==> src/rtl/adc_pkg.sv <==
// adc_pkg: shared frame constants and FSM state encoding for the ADC serial controller.
// Latency: n/a (definitions only).
// Backpressure: n/a.
package adc_pkg;

  localparam int FRAME_BITS     = 16;
  localparam int ADDR_FIRST_BIT = 2;
  localparam int DATA_FIRST_BIT = 4;

  typedef enum logic [1:0] {
    IDLE  = 2'd0,
    SETUP = 2'd1,
    SHIFT = 2'd2
  } state_t;

endpackage

==> src/rtl/adc_if.sv <==
// adc_if: request/result handshake plus the four ADC serial pins, bundled for the controller.
// Latency: n/a (wiring only).
// Backpressure: requester watches busy; start is only honoured while the controller is idle.
interface adc_if #(
  parameter int DATA_W = 12,
  parameter int CH_W   = 3
);

  logic              start;
  logic [CH_W-1:0]   channel;
  logic              busy;
  logic              adc_cs_n;
  logic              adc_sck;
  logic              adc_din;
  logic              adc_dout;
  logic [DATA_W-1:0] data_out;
  logic [CH_W-1:0]   data_channel;
  logic              data_valid;

  modport master (
    input  start, channel, adc_dout,
    output busy, adc_cs_n, adc_sck, adc_din, data_out, data_channel, data_valid
  );

  modport slave (
    output start, channel, adc_dout,
    input  busy, adc_cs_n, adc_sck, adc_din, data_out, data_channel, data_valid
  );

endinterface

==> src/rtl/adc_controller.sv <==
// adc_controller: runs one 16-bit ADC128S022-style serial frame per accepted start, returns 12-bit result.
// Latency: 33 cycles from the start-accept edge to the data_valid strobe; 34-cycle minimum start period.
// Backpressure: start is sampled only while idle; busy stays high for the whole frame.
module adc_controller
  import adc_pkg::state_t;
  import adc_pkg::IDLE;
  import adc_pkg::SETUP;
  import adc_pkg::SHIFT;
  import adc_pkg::ADDR_FIRST_BIT;
  import adc_pkg::DATA_FIRST_BIT;
#(
  parameter int DATA_W     = 12,
  parameter int CH_W       = 3,
  parameter int FRAME_BITS = 16
) (
  input  logic  clk_3125KHz,
  input  logic  reset,
  adc_if.master bus
);

  localparam int                CNT_W      = $clog2(FRAME_BITS);
  localparam logic [CNT_W-1:0]  LAST_BIT   = CNT_W'(FRAME_BITS - 1);
  localparam logic [CNT_W-1:0]  DATA_FIRST = CNT_W'(DATA_FIRST_BIT);
  localparam int                ADDR_SHIFT = FRAME_BITS - ADDR_FIRST_BIT - CH_W;
  // phase_q names the sck edge the next shift cycle will produce
  localparam logic              PH_LOW     = 1'b0;
  localparam logic              PH_HIGH    = 1'b1;

  state_t              state_q, state_d;
  logic [CNT_W-1:0]    bit_q, bit_d;
  logic                phase_q, phase_d;
  logic                last_q, last_d;
  logic [CH_W-1:0]     ch_q, ch_d;
  logic [DATA_W-1:0]   sh_q, sh_d;
  logic                cs_n_q, cs_n_d;
  logic                sck_q, sck_d;
  logic                din_q, din_d;
  logic                busy_q, busy_d;
  logic [DATA_W-1:0]   data_out_q, data_out_d;
  logic [CH_W-1:0]     data_ch_q, data_ch_d;
  logic                valid_q, valid_d;
  logic [FRAME_BITS-1:0] addr_word;

  // Whole-frame address pattern, MSB first: bit k of the frame is addr_word[LAST_BIT - k].
  assign addr_word = FRAME_BITS'(ch_q) << ADDR_SHIFT;

  // Next-state and registered-output logic; SETUP's exit edge is already the falling edge of bit 0.
  always_comb begin
    state_d    = state_q;
    bit_d      = bit_q;
    phase_d    = phase_q;
    last_d     = last_q;
    ch_d       = ch_q;
    sh_d       = sh_q;
    cs_n_d     = cs_n_q;
    sck_d      = sck_q;
    din_d      = din_q;
    busy_d     = busy_q;
    data_out_d = data_out_q;
    data_ch_d  = data_ch_q;
    valid_d    = 1'b0;

    case (state_q)
      IDLE: begin
        if (bus.start) begin
          state_d = SETUP;
          ch_d    = bus.channel;
          bit_d   = '0;
          phase_d = PH_LOW;
          last_d  = 1'b0;
          cs_n_d  = 1'b0;
          busy_d  = 1'b1;
        end
      end
      SETUP, SHIFT: begin
        state_d = SHIFT;
        if (last_q) begin
          // Edge after the final rising edge: close the frame and publish the result.
          state_d    = IDLE;
          last_d     = 1'b0;
          cs_n_d     = 1'b1;
          sck_d      = 1'b1;
          din_d      = 1'b0;
          busy_d     = 1'b0;
          data_out_d = sh_q;
          data_ch_d  = ch_q;
          valid_d    = 1'b1;
        end else if (phase_q == PH_LOW) begin
          sck_d   = 1'b0;
          din_d   = addr_word[LAST_BIT - bit_q];
          phase_d = PH_HIGH;
        end else begin
          sck_d   = 1'b1;
          phase_d = PH_LOW;
          // Leading zero bits from the ADC are dropped; only the 12 data bits enter the shifter.
          if (bit_q >= DATA_FIRST) begin
            sh_d = {sh_q[DATA_W-2:0], bus.adc_dout};
          end
          if (bit_q == LAST_BIT) begin
            last_d = 1'b1;
          end else begin
            bit_d = bit_q + CNT_W'(1);
          end
        end
      end
      default: state_d = IDLE;
    endcase
  end

  // State and output registers; reset abandons any partial frame.
  always_ff @(posedge clk_3125KHz or posedge reset) begin
    if (reset) begin
      state_q    <= IDLE;
      bit_q      <= '0;
      phase_q    <= PH_LOW;
      last_q     <= 1'b0;
      ch_q       <= '0;
      sh_q       <= '0;
      cs_n_q     <= 1'b1;
      sck_q      <= 1'b1;
      din_q      <= 1'b0;
      busy_q     <= 1'b0;
      data_out_q <= '0;
      data_ch_q  <= '0;
      valid_q    <= 1'b0;
    end else begin
      state_q    <= state_d;
      bit_q      <= bit_d;
      phase_q    <= phase_d;
      last_q     <= last_d;
      ch_q       <= ch_d;
      sh_q       <= sh_d;
      cs_n_q     <= cs_n_d;
      sck_q      <= sck_d;
      din_q      <= din_d;
      busy_q     <= busy_d;
      data_out_q <= data_out_d;
      data_ch_q  <= data_ch_d;
      valid_q    <= valid_d;
    end
  end

  assign bus.busy         = busy_q;
  assign bus.adc_cs_n     = cs_n_q;
  assign bus.adc_sck      = sck_q;
  assign bus.adc_din      = din_q;
  assign bus.data_out     = data_out_q;
  assign bus.data_channel = data_ch_q;
  assign bus.data_valid   = valid_q;

endmodule

==> src/flat_wrapper.sv <==
// flat-port wrapper written by rule: the top's interface ports become plain ports
module adc_controller_flat import adc_pkg::state_t; import adc_pkg::IDLE; import adc_pkg::SETUP; import adc_pkg::SHIFT; import adc_pkg::ADDR_FIRST_BIT; import adc_pkg::DATA_FIRST_BIT;
#(
  parameter int DATA_W     = 12,
  parameter int CH_W       = 3,
  parameter int FRAME_BITS = 16
)
  (clk_3125KHz, reset, bus_start, bus_channel, bus_adc_dout, bus_busy, bus_adc_cs_n, bus_adc_sck, bus_adc_din, bus_data_out, bus_data_channel, bus_data_valid);
  adc_if #(.DATA_W(DATA_W), .CH_W(CH_W)) bus_i ();
  input  logic clk_3125KHz;
  input  logic reset;
  input wire logic [$bits(bus_i.start)-1:0] bus_start;
  input wire logic [$bits(bus_i.channel)-1:0] bus_channel;
  input wire logic [$bits(bus_i.adc_dout)-1:0] bus_adc_dout;
  output wire logic [$bits(bus_i.busy)-1:0] bus_busy;
  output wire logic [$bits(bus_i.adc_cs_n)-1:0] bus_adc_cs_n;
  output wire logic [$bits(bus_i.adc_sck)-1:0] bus_adc_sck;
  output wire logic [$bits(bus_i.adc_din)-1:0] bus_adc_din;
  output wire logic [$bits(bus_i.data_out)-1:0] bus_data_out;
  output wire logic [$bits(bus_i.data_channel)-1:0] bus_data_channel;
  output wire logic [$bits(bus_i.data_valid)-1:0] bus_data_valid;
  assign bus_i.start = bus_start;
  assign bus_i.channel = bus_channel;
  assign bus_i.adc_dout = bus_adc_dout;
  assign bus_busy = bus_i.busy;
  assign bus_adc_cs_n = bus_i.adc_cs_n;
  assign bus_adc_sck = bus_i.adc_sck;
  assign bus_adc_din = bus_i.adc_din;
  assign bus_data_out = bus_i.data_out;
  assign bus_data_channel = bus_i.data_channel;
  assign bus_data_valid = bus_i.data_valid;
  adc_controller #(.DATA_W(DATA_W), .CH_W(CH_W), .FRAME_BITS(FRAME_BITS)) u_core (.clk_3125KHz(clk_3125KHz), .reset(reset), .bus(bus_i));
endmodule
==> config.mk <==
export PLATFORM = sky130hd
export DESIGN_NAME = adc_controller_flat
export DESIGN_NICKNAME = d
export VERILOG_FILES = /design/src/rtl/adc_pkg.sv /design/src/rtl/adc_if.sv /design/src/rtl/adc_controller.sv /design/src/flat_wrapper.sv
export SDC_FILE = /design/constraint.sdc
export NUM_CORES = 1
export LEC_CHECK = 0
export CORE_UTILIZATION = 30
export CTS_CLUSTER_SIZE = 28
export DETAILED_ROUTE_END_ITERATION = 16
export DONT_BUFFER_PORTS = 1
export PLACE_DENSITY_LB_ADDON = 0.05
export SYNTH_ARGS = -nofsm -noshare
export SYNTH_HDL_FRONTEND = slang
export SYNTH_SLANG_ARGS = --single-unit
==> constraint.sdc <==
create_clock -name clk_3125KHz -period 3.1 [get_ports clk_3125KHz]
set_input_delay 0.62 -clock clk_3125KHz [delete_from_list [all_inputs] [get_ports clk_3125KHz]]
set_output_delay 0.62 -clock clk_3125KHz [all_outputs]
set_load 0.05 [all_outputs]
# Word-level counts from Yosys, hierarchy flattened
# Index checks and enable logic that the tools add are counted.
[classes]
n_addsub = 2
n_lt_le_gt_ge = 2
n_eq_ne = 9
muxes = 29
bitwise = 1
reduce_logical = 11
[ops]
columns = ["op", "count"]
rows = [
  ["1-bit two-way mux", 16],
  ["4-bit two-way mux", 4],
  ["2-bit inequality test (second input constant)", 4],
  ["1-bit case mux with 2 select lines", 4],
  ["4-bit case mux with 2 select lines", 1],
  ["2-bit AND reduction", 4],
  ["3-bit AND reduction", 2],
  ["4-bit by 5-bit less-than comparator with 1-bit output (second input constant)", 1],
  ["5-bit AND reduction", 1],
  ["4-bit by 1-bit adder with 4-bit output (second input constant)", 1],
  ["1-bit binary-select mux with 4-bit select", 1],
  ["4-bit equality test (second input constant)", 1],
  ["4-bit by 3-bit greater-or-equal comparator with 1-bit output (second input constant)", 1],
  ["2-bit two-way mux", 2],
  ["2-bit by 1-bit inequality test with 1-bit output (second input constant)", 2],
  ["2-bit case mux with 2 select lines", 1],
  ["4-bit AND reduction", 1],
  ["4-bit subtractor (first input constant)", 1],
  ["2-bit by 1-bit equality test with 1-bit output (second input constant)", 1],
  ["2-bit equality test (second input constant)", 1],
  ["2-bit zero test", 1],
  ["2-bit nonzero test", 1],
  ["2-bit OR reduction", 1],
  ["1-bit NOT", 1],
]
[totals]
reg_bits = 43
inputBits = 7
output_inout_bits = 20
wordCells = 67

# Logic depth before layout (Yosys ltp)
# Gate-level depths: netlist of the first run.
[logic_depth]
ltp_word = 5
depth_mapped = 7
depth_no_buf = 5

# Worst setup path before layout of the first run
# OpenSTA, ideal clock, no wires.
[synth_timing]
path_kind = "reg2reg"
from = "register u_core.state_q[0]"
to = "register u_core.sh_q[0]"
setup_time_ps = 125
arrival_ps = 1596
required_ps = 2975
setup_slack_ps = 1379
path_stages_with_launch = 7
path_buffers = 1
period_less_slack_ps = 1721
path_cell_list = "dfrtp_1 -> inv_1 -> ha_1 -> inv_2 -> nor4b_4 -> buf_6 -> mux2_2"
[synth_via]
elab_chain_cells = 3
elab_cells_between_ends = 4
classes_between = "eq/ne: 2; reduce/logical: 2"
[synth_lines]
columns = ["element", "line", "source"]
rows = [
  ["from (decl)", "adc_controller.sv:29", "state_t state_q, state_d;"],
  ["from (signal assigned)", "adc_controller.sv:127", "state_q <= state_d;"],
  ["2-bit by 1-bit equality test with 1-bit output or 2-bit equality test (tied branches)", "adc_controller.sv:63", "case (state_q)"],
  ["2-bit OR reduction *", "adc_controller.sv:63", ""],
  ["4-bit AND reduction (no source line) *", "n/a", ""],
  ["to (signal assigned)", "adc_controller.sv:118", "sh_q <= '0;"],
  ["to (signal assigned)", "adc_controller.sv:132", "sh_q <= sh_d;"],
  ["to (decl)", "adc_controller.sv:34", "logic [DATA_W-1:0] sh_q, sh_d;"],
]
# Mark *: on every way between the ends. The rest lies on a longest branch, timed or not.
# A chain may end at the register's enable or synchronous reset.

# Worst setup path after layout of the first run
[layout_timing]
from = "register u_core.state_q[0]"
to = "register u_core.sh_q[2]"
# The elaborated chain is that of the path after synthesis.

==> flow_metrics.env, run 1 <==
export IMPL_status="finished clean"
export IMPL_grt_met1_usage=0.1382
export IMPL_p_leak_nw=0.9361
export IMPL_worstPathRequired_ps=3270
export IMPL_grt_overflow_total=0
export IMPL_report_final_slew_viol_count=0
export IMPL_hold_class="input pin to asynchronous set/reset pin"
export IMPL_worstSkewPairLatency_ps=280
export IMPL_rows=28
export IMPL_synth_edf_count=0
export IMPL_cap_violations=0
export IMPL_vias=1060
export IMPL_cts_setup_buffers=0
export IMPL_hold_ws_ps=240.3
export IMPL_fin_util=0.3370
export IMPL_die_width_um=80.73
export IMPL_ys_warnings_count=0
export IMPL_tns_ps=0
export IMPL_routed_wl_um=3294
export IMPL_ys_ff_latch=43
export IMPL_cts_sinks=43
export IMPL_dieArea_um2=6517
export IMPL_setup_violations=0
export IMPL_synthDominantCellAreaShare=0.5518
export IMPL_yosys_most_used_dff="dfrtp_1"
export IMPL_start_util=0.3122
export IMPL_syn2layout_area_growth_pct=7.941
export IMPL_antennaDiodeCount=0
export IMPL_antenna_found_initial=0
export IMPL_yosysUniqueCellTypes=35
export IMPL_fin_crit_ps=2382
export IMPL_reg2reg_from="u_core.state_q[0]$_DFFE_PP0P_"
export IMPL_syn_nets=148
export IMPL_met2_usage=0.1941
export IMPL_top_level_ports=27
export IMPL_drc=0
export IMPL_critical_path_max_fanout=14
export IMPL_critPathCaptureType="flop"
export IMPL_first_pass_iters=4
export IMPL_clk_pin_slew_ps=80
export IMPL_h_tree_depth=2
export IMPL_hold_buffers=0
export IMPL_gr_usage_all_layers=0.1180
export IMPL_r2r_end="u_core.sh_q[2]$_DFFE_PP0P_"
export IMPL_grt_use_met3=0.04773
export IMPL_drive_above_1_share=0.3262
export IMPL_power_density_nw_per_um2=936.3
export IMPL_syn_cell_area_um2=1859
export IMPL_finalHoldViolCount=0
export IMPL_fillers=609
export IMPL_regToRegSetupSlack_ps=720
export IMPL_synthTopCellsByArea="dfrtp_1 (55%), mux2_2 (19%), dfstp_2 (2.8%)"
export IMPL_tightestPinTransition_ps=778.4
export IMPL_routedWlPerCell_um=15.25
export IMPL_grt_max_degree=25
export IMPL_dp_hpwl_um=2266
export IMPL_async_flop_share=1.000
export IMPL_core_area_um2=5956
export IMPL_cp_arrival_ps=2550
export IMPL_grt_busiest_layer="met2"
export IMPL_avgSynthCellArea_um2=13.38
export IMPL_drt_iter0_drc=56
export IMPL_place_gp_congestion=0.7419
export IMPL_vias_per_cell=4.907
export IMPL_post_cts_resized=0
export IMPL_clock_path_buffers=2
export IMPL_criticalPathCategory="flop to flop"
export IMPL_detail_route_antenna_nets=0
export IMPL_start_kind="flop"
export IMPL_fin_crit_sh=0.7684
export IMPL_postSynthCellCount=139
export IMPL_rsz0062_at_grt="false"
export IMPL_power_mw=1.879
export IMPL_fin_skew_ps=5.709
export IMPL_num_nets_final=150
export IMPL_numPortBuffers=0
export IMPL_ys_seq_area_frac=0.5801
export IMPL_grt_pass1_wl_um=5644
export IMPL_reg2reg_depth=5
export IMPL_grt_pass1_vias=1146
export IMPL_yosysTopAreaCell="dfrtp_1"
export IMPL_fmax_mhz=419.8
export IMPL_cts_root_buf="clkbuf_8"
export IMPL_fp_dieH_um=80.73
export IMPL_cts_tree="done"
export IMPL_relSlewSlack=0.4789
export IMPL_cts_inserted_buffers=5
export IMPL_max_vdd_ir_drop_mv=0.3178
## cell usage in the layout (no fill, tap or decap), types with 2 or more instances in the layout
| cell type | n |
|---|---|
| ha_1 | 2 |
| nor3b_1 | 2 |
| dfrtp_1 | 41 |
| nand2b_1 | 2 |
| o221ai_1 | 2 |
| mux2_2 | 31 |
| clkbuf_8 | 6 |
| a211oi_1 | 2 |
| o21ai_0 | 4 |
| mux2i_1 | 2 |
| nand3_1 | 2 |
| nand2_1 | 6 |
| a21oi_1 | 4 |
| nor2_1 | 5 |
| inv_1 | 7 |
| nand3b_1 | 2 |
| dfstp_2 | 2 |
## critical path, stage by stage, from the launching register on
cell     delay [ps]
dfrtp_1         350
inv_1            40
ha_1            550
inv_2           160
nor4b_4         750
mux2_2          410
## metal layers
metal,part of all wire,up-vias
met5,0,-
met1,0.44,549
met4,0.0070,0
li1,-,495
met2,0.52,14
met3,0.039,2
## per-stage QoR
step	cells	instance area, um^2	setup slack, ps
finish	216	2007	717.8
global route	216	2007	529.3
CTS	216	2007	666.3
detailed placement	209	1919	667.7
global placement	209	1919	775.7
floorplan	139	1859	1379
## final cells by class
| class | instances | area, um^2 | area share |
|---|---|---|---|
| clock buffers | 6 | 82.58 | 0.04115 |
| clock inverters | 1 | 5.005 | 0.002494 |
| inverters | 9 | 33.78 | 0.01683 |
| multi-input cells | 81 | 705.7 | 0.3516 |
| flip-flops and latches | 43 | 1079 | 0.5374 |
| well taps | 75 | 93.84 | 0.04676 |
| repair buffers | 1 | 7.507 | 0.003741 |
## power by group
| part | switching (mW) | leakage [nW] | internal (mW) | total, mW |
|---|---|---|---|---|
| registers | 0.260 | 0.562 | 0.707 | 0.967 |
| logic | 0.293 | 0.327 | 0.265 | 0.558 |
| clock network | 0.178 | 0.0470 | 0.175 | 0.353 |
## registers in the layout, summed over array words and instances, names as in the netlist
name                     cells
u_core.phase_q               1
u_core.last_q                1
u_core.bus.adc_sck           1
u_core.bus.data_channel      3
u_core.ch_q                  3
u_core.sh_q                 12
u_core.bus.data_valid        1
u_core.bus.data_out         12
u_core.bit_q                 4
u_core.state_q               2
u_core.bus.adc_din           1
u_core.bus.adc_cs_n          1
u_core.bus.busy              1
## cells in the mapped netlist, types with 3 or more instances
master	n
a21oi_1	4
buf_2	3
dfrtp_1	41
inv_1	8
mux2_2	31
nand2_1	6
nor2_1	5
o21ai_0	4
## worst max-delay path by stage
stage | start | endpoint | slack (ps) | cells past startpoint
2_1_floorplan | u_core.state_q[0]$_DFFE_PP0P_ | u_core.sh_q[0]$_DFFE_PP0P_ | 1380 | 6
3_3_place_gp | u_core.state_q[0]$_DFFE_PP0P_ | u_core.sh_q[5]$_DFFE_PP0P_ | 780 | 5
3_5_place_dp | u_core.state_q[0]$_DFFE_PP0P_ | u_core.sh_q[2]$_DFFE_PP0P_ | 670 | 5
4_1_cts | u_core.state_q[0]$_DFFE_PP0P_ | u_core.sh_q[2]$_DFFE_PP0P_ | 670 | 5
5_1_grt | u_core.state_q[0]$_DFFE_PP0P_ | u_core.sh_q[4]$_DFFE_PP0P_ | 530 | 5
6_report | u_core.state_q[0]$_DFFE_PP0P_ | u_core.sh_q[2]$_DFFE_PP0P_ | 720 | 5
## cell families after synthesis
| family | synth area share |
|---|---|
| xor+xnor | 0.004711 |
| fa+ha+maj | 0.01346 |
| simple gates | 0.08210 |
| mux | 0.1985 |
| flops | 0.5801 |
| compound gates | 0.08076 |
| buf+inv | 0.04037 |
Note: power is estimated with default switching activity, not from simulation.
==> run 2, diff against run 1 <==
==> constraint.sdc (replaced) <==
create_clock -name clk_3125KHz -period 2.05 [get_ports clk_3125KHz]
set_input_delay 0.41 -clock clk_3125KHz [delete_from_list [all_inputs] [get_ports clk_3125KHz]]
set_output_delay 0.41 -clock clk_3125KHz [all_outputs]
set_load 0.05 [all_outputs]
==> flow_metrics.env, run 2 (synthesized netlist as in run 1, its figures left out) <==
export IMPL_status="finished clean"
export IMPL_routedWlPerCell_um=15.02
export IMPL_finalHoldViolCount=0
export IMPL_start_util=0.3122
export IMPL_p_leak_nw=0.9599
export IMPL_relSlewSlack=0.5489
export IMPL_fin_crit_ps=1888
export IMPL_drt_iter0_drc=78
export IMPL_tightestPinTransition_ps=672.5
export IMPL_tns_ps=0
export IMPL_rows=28
export IMPL_critical_path_max_fanout=8
export IMPL_gr_usage_all_layers=0.1212
export IMPL_dp_hpwl_um=2284
export IMPL_numPortBuffers=0
export IMPL_antenna_found_initial=0
export IMPL_rsz0062_at_grt="false"
export IMPL_fin_crit_sh=0.9208
export IMPL_post_cts_resized=0
export IMPL_core_area_um2=5956
export IMPL_criticalPathCategory="flop to flop"
export IMPL_vias_per_cell=4.910
export IMPL_critPathCaptureType="flop"
export IMPL_cts_root_buf="clkbuf_8"
export IMPL_place_gp_congestion=0.7317
export IMPL_dieArea_um2=6517
export IMPL_worstPathRequired_ps=2230
export IMPL_detail_route_antenna_nets=0
export IMPL_grt_overflow_total=0
export IMPL_h_tree_depth=2
export IMPL_crit_path_max_incr_delay_ps=370
export IMPL_first_pass_iters=4
export IMPL_grt_pass1_vias=1163
export IMPL_grt_max_degree=28
export IMPL_power_density_nw_per_um2=1415
export IMPL_clock_path_buffers=2
export IMPL_report_final_slew_viol_count=0
export IMPL_grt_pass1_wl_um=5816
export IMPL_max_vdd_ir_drop_mv=0.7574
export IMPL_top_level_ports=27
export IMPL_path_cells="inv_1, ha_1, buf_4, and4_1, a211oi_2, mux2_2"
export IMPL_cts_setup_buffers=0
export IMPL_syn2layout_area_growth_pct=10.50
export IMPL_num_nets_final=155
export IMPL_hold_buffers=0
export IMPL_fmax_mhz=529.8
export IMPL_antennaDiodeCount=0
export IMPL_cts_sinks=43
export IMPL_power_mw=2.907
export IMPL_fp_dieH_um=80.73
export IMPL_hold_ws_ps=14.57
export IMPL_final_common_cell="dfrtp_1"
export IMPL_layout_common_cells="dfrtp_1 (41), mux2_2 (31), inv_1 (7)"
export IMPL_routed_wl_um=3335
export IMPL_cts_inserted_buffers=5
export IMPL_slowest_stage="mux2_2"
export IMPL_vias=1090
export IMPL_clk_pin_slew_ps=80
export IMPL_die_width_um=80.73
export IMPL_drive_above_1_share=0.3469
export IMPL_setup_violations=0
export IMPL_fin_skew_ps=7.575
export IMPL_cap_violations=0
export IMPL_hold_class="input pin to asynchronous set/reset pin"
export IMPL_start_kind="flop"
export IMPL_worstSkewPairLatency_ps=290
export IMPL_cp_arrival_ps=2070
export IMPL_cts_tree="done"
export IMPL_drc=0
[run 2: changes by cell type in the layout (fill, tap and decap cells not counted), sizes merged]
| cell | change |
|---|---|
| buf | +5 |
| clkinvlp | +1 |
[run 2: through the flow]
| stage | util | std cells | setup WS (ps) | area (um^2) |
|---|---|---|---|---|
| 6_report | 0.3450 | 222 | 162.4 | 2054 |
| 5_1_grt | 0.3450 | 222 | 61.46 | 2054 |
| 4_1_cts | 0.3450 | 222 | 155.9 | 2054 |
| 3_5_place_dp | 0.3307 | 214 | 171.3 | 1969 |
| 3_3_place_gp | 0.3307 | 214 | 207.7 | 1969 |
| 2_1_floorplan | - | 139 | 329.0 | 1859 |
[run 2: path summary, 6_finish.rpt]
| kind | slack, ps | end | cells past startpoint | startpoint |
|---|---|---|---|---|
| worst max-delay path | 160 | u_core.bit_q[0]$_DFFE_PP0P_ | 6 | u_core.state_q[0]$_DFFE_PP0P_ |
| worst min register to register | 510 | u_core.state_q[0]$_DFFE_PP0P_ | 1 | u_core.state_q[0]$_DFFE_PP0P_ |
| worst min-delay path | 10 | u_core.bit_q[3]$_DFFE_PP0P_ | 1 | reset |
| max in group asynchronous | 1450 | u_core.bus.adc_cs_n$_DFFE_PP1P_ | 2 | reset |
| worst max register to register | 160 | u_core.bit_q[0]$_DFFE_PP0P_ | 6 | u_core.state_q[0]$_DFFE_PP0P_ |
| min in group clk_3125KHz | 240 | u_core.state_q[0]$_DFFE_PP0P_ | 1 | bus_start |
[run 2: metal layers]
| layer | vias up | track usage | wire (um) |
|---|---|---|---|
| li1 | 503 | - | - |
| met1 | 556 | 0.1483 | 1434 |
| met2 | 23 | 0.1864 | 1640 |
| met3 | 8 | 0.04318 | 166 |
| met4 | 0 | 0.06429 | 94 |
| met5 | - | 0 | 0 |
[run 2: worst max-delay path: cells and delay by family (launching register included)]
kind            cells  cell delay (ps)
mux                 1              370
flops               1              360
fa+ha+maj           1              350
compound gates      1              270
buf+inv             2              240
simple gates        1              210
[run 2: where the power goes]
group	internal (mW)	switching, mW
logic	0.478	0.451
registers	1.07	0.388
clock network	0.238	0.282
[run 2: layout make-up]
type	instances	area (um^2)
clock inverters	2	12.51
clock buffers	6	72.57
well taps	75	93.84
fillers	609	3901
multi-input cells	81	705.7
inverters	9	33.78
flip-flops and latches	43	1079
repair buffers	6	57.56
==> run 3, diff against run 2 <==
--- a/config.mk
+++ b/config.mk
@@ -9,7 +9,6 @@
 export CTS_CLUSTER_SIZE = 28
 export DETAILED_ROUTE_END_ITERATION = 16
 export DONT_BUFFER_PORTS = 1
-export PLACE_DENSITY_LB_ADDON = 0.05
 export SYNTH_ARGS = -nofsm -noshare
 export SYNTH_HDL_FRONTEND = slang
 export SYNTH_SLANG_ARGS = --single-unit
==> flow_metrics.env, run 3 (synthesized netlist as in run 1, its figures left out) <==
export IMPL_worstSkewPairLatency_ps=300
export IMPL_worstPathRequired_ps=2230
export IMPL_fmax_mhz=525.4
export IMPL_power_mw=2.917
export IMPL_grt_met1_usage=0.1274
export IMPL_report_final_slew_viol_count=0
export IMPL_hold_ws_ps=26.34
export IMPL_cts_tree="done"
export IMPL_slowest_stage="ha_2"
export IMPL_h_tree_depth=2
export IMPL_grt_use_met3=0.05114
export IMPL_p_leak_nw=0.9565
export IMPL_placed_cells=212
export IMPL_place_gp_congestion=0.7889
export IMPL_setup_slack_ps=146.8
export IMPL_intPower_mw=1.770
export IMPL_fin_util=0.3445
export IMPL_hold_class="input pin to asynchronous set/reset pin"
export IMPL_routedWlPerCell_um=14.77
export IMPL_antenna_found_initial=0
export IMPL_status="finished clean"
export IMPL_final_common_cell="dfrtp_1"
export IMPL_start_util=0.3122
export IMPL_start_kind="flop"
export IMPL_path_cells="inv_1, ha_2, inv_2, nor4b_4, buf_4, mux2_2"
export IMPL_comb_power_share=0.307
export IMPL_fin_crit_ps=1903
export IMPL_layout_common_cells="dfrtp_1 (41), mux2_2 (31), inv_1 (7)"
export IMPL_clockPowerShare=0.193
export IMPL_fin_skew_ps=11.29
export IMPL_drc=0
export IMPL_seqPwrFrac=0.499
export IMPL_syn2layout_area_growth_pct=10.36
export IMPL_fp_dieH_um=80.73
export IMPL_met2_usage=0.1958
export IMPL_rows=28
export IMPL_dieArea_um2=6517
export IMPL_relSlewSlack=0.4959
export IMPL_routed_wl_um=3249
export IMPL_cts_inserted_buffers=5
export IMPL_hold_buffers=0
export IMPL_critical_path_max_fanout=12
export IMPL_cts_setup_buffers=0
export IMPL_clock_path_buffers=2
export IMPL_antennaDiodeCount=0
export IMPL_finalHoldViolCount=0
export IMPL_tightestPinTransition_ps=751.5
export IMPL_power_density_nw_per_um2=1422
export IMPL_grt_pass1_wl_um=5526
export IMPL_crit_path_max_incr_delay_ps=410
export IMPL_tns_ps=0
export IMPL_cts_sinks=43
export IMPL_critPathCaptureType="flop"
export IMPL_dp_hpwl_um=2297
export IMPL_gr_usage_all_layers=0.1156
export IMPL_postPlaceCellArea_um2=1954
export IMPL_vias=1064
export IMPL_clk_pin_slew_ps=90
export IMPL_detail_route_antenna_nets=0
export IMPL_vias_per_cell=4.836
export IMPL_grt_pass1_vias=1154
export IMPL_instances_no_fill=220
export IMPL_grt_max_degree=25
export IMPL_dp_slack_ps=116.1
export IMPL_core_area_um2=5956
export IMPL_drive_above_1_share=0.3517
export IMPL_numPortBuffers=0
export IMPL_stdcell_area_um2=2052
export IMPL_cts_root_buf="clkbuf_8"
export IMPL_first_pass_iters=2
export IMPL_fillers=601
export IMPL_setup_violations=0
export IMPL_cap_violations=0
export IMPL_rsz0062_at_grt="false"
export IMPL_max_vdd_ir_drop_mv=0.7022
export IMPL_drt_iter0_drc=48
export IMPL_fin_crit_sh=0.9284
export IMPL_top_level_ports=27
export IMPL_grt_overflow_total=0
export IMPL_die_width_um=80.73
export IMPL_num_nets_final=153
export IMPL_p_sw_frac=0.3933
export IMPL_cp_arrival_ps=2090
export IMPL_grt_busiest_layer="met2"
export IMPL_p_sw_mw=1.147
export IMPL_criticalPathCategory="flop to flop"
run 3: changes by cell type in the layout (fill, tap and decap cells not counted), sizes merged:
cell and delta:
buf -2, inv +2, clkbuf -1, clkinvlp -1
run 3: area by class of cell:
class / instances / area [um^2] / share of cell area
Clock inverter: 3 / 26.28 / 0.01280
Inverter: 9 / 33.78 / 0.01646
Timing Repair Buffer: 4 / 42.54 / 0.02073
Sequential cell: 43 / 1079 / 0.5256
Multi-Input combinational cell: 81 / 708.2 / 0.3451
Tap cell: 75 / 93.84 / 0.04573
Clock buffer: 5 / 68.82 / 0.03354
run 3: repair_timing:
item,4_1_cts,5_1_grt
hold endpoints to repair,0,0
resized for setup,0,1
endpoints found under the setup margin,0,12
run 3: worst max-delay path, delay by kind of cell (launching register included):
kind          cells  cell delay [ps]
flops             1              350
mux               1              350
simple gates      1              290
buf+inv           3              390
fa+ha+maj         1              410
run 3: power groups by stage:
stage,Sequential [mW],Clock [mW],Combinational [mW]
4_1_cts,1.46,0.589,0.890
6_report,1.46,0.564,0.897
3_3_place_gp,1.46,0,0.856
2_1_floorplan,1.42,0,0.756
5_1_grt,1.49,0.635,1.01
3_5_place_dp,1.47,0,0.885
run 3: final timing paths:
path                                                     from                                 end  slack (ps)  cells after the start
worst min register to register  u_core.state_q[0]$_DFFE_PP0P_       u_core.state_q[0]$_DFFE_PP0P_         500                      1
worst max-delay path            u_core.state_q[0]$_DFFE_PP0P_          u_core.sh_q[9]$_DFFE_PP0P_         150                      6
worst max register to register  u_core.state_q[0]$_DFFE_PP0P_          u_core.sh_q[9]$_DFFE_PP0P_         150                      6
min in group clk_3125KHz                            bus_start       u_core.state_q[0]$_DFFE_PP0P_         220                      1
worst min-delay path                                    reset          u_core.phase_q$_DFFE_PP0P_          30                      1
max in group asynchronous                               reset  u_core.bus.data_out[6]$_DFFE_PP0P_        1510                      2
run 3: routing by layer:
layer | wire, um | part of all wire | vias to the layer above
li1 | - | - | 498
met1 | 1323 | 0.41 | 544
met2 | 1691 | 0.52 | 16
met3 | 190 | 0.058 | 6
met4 | 43 | 0.013 | 0
met5 | 0 | 0 | -
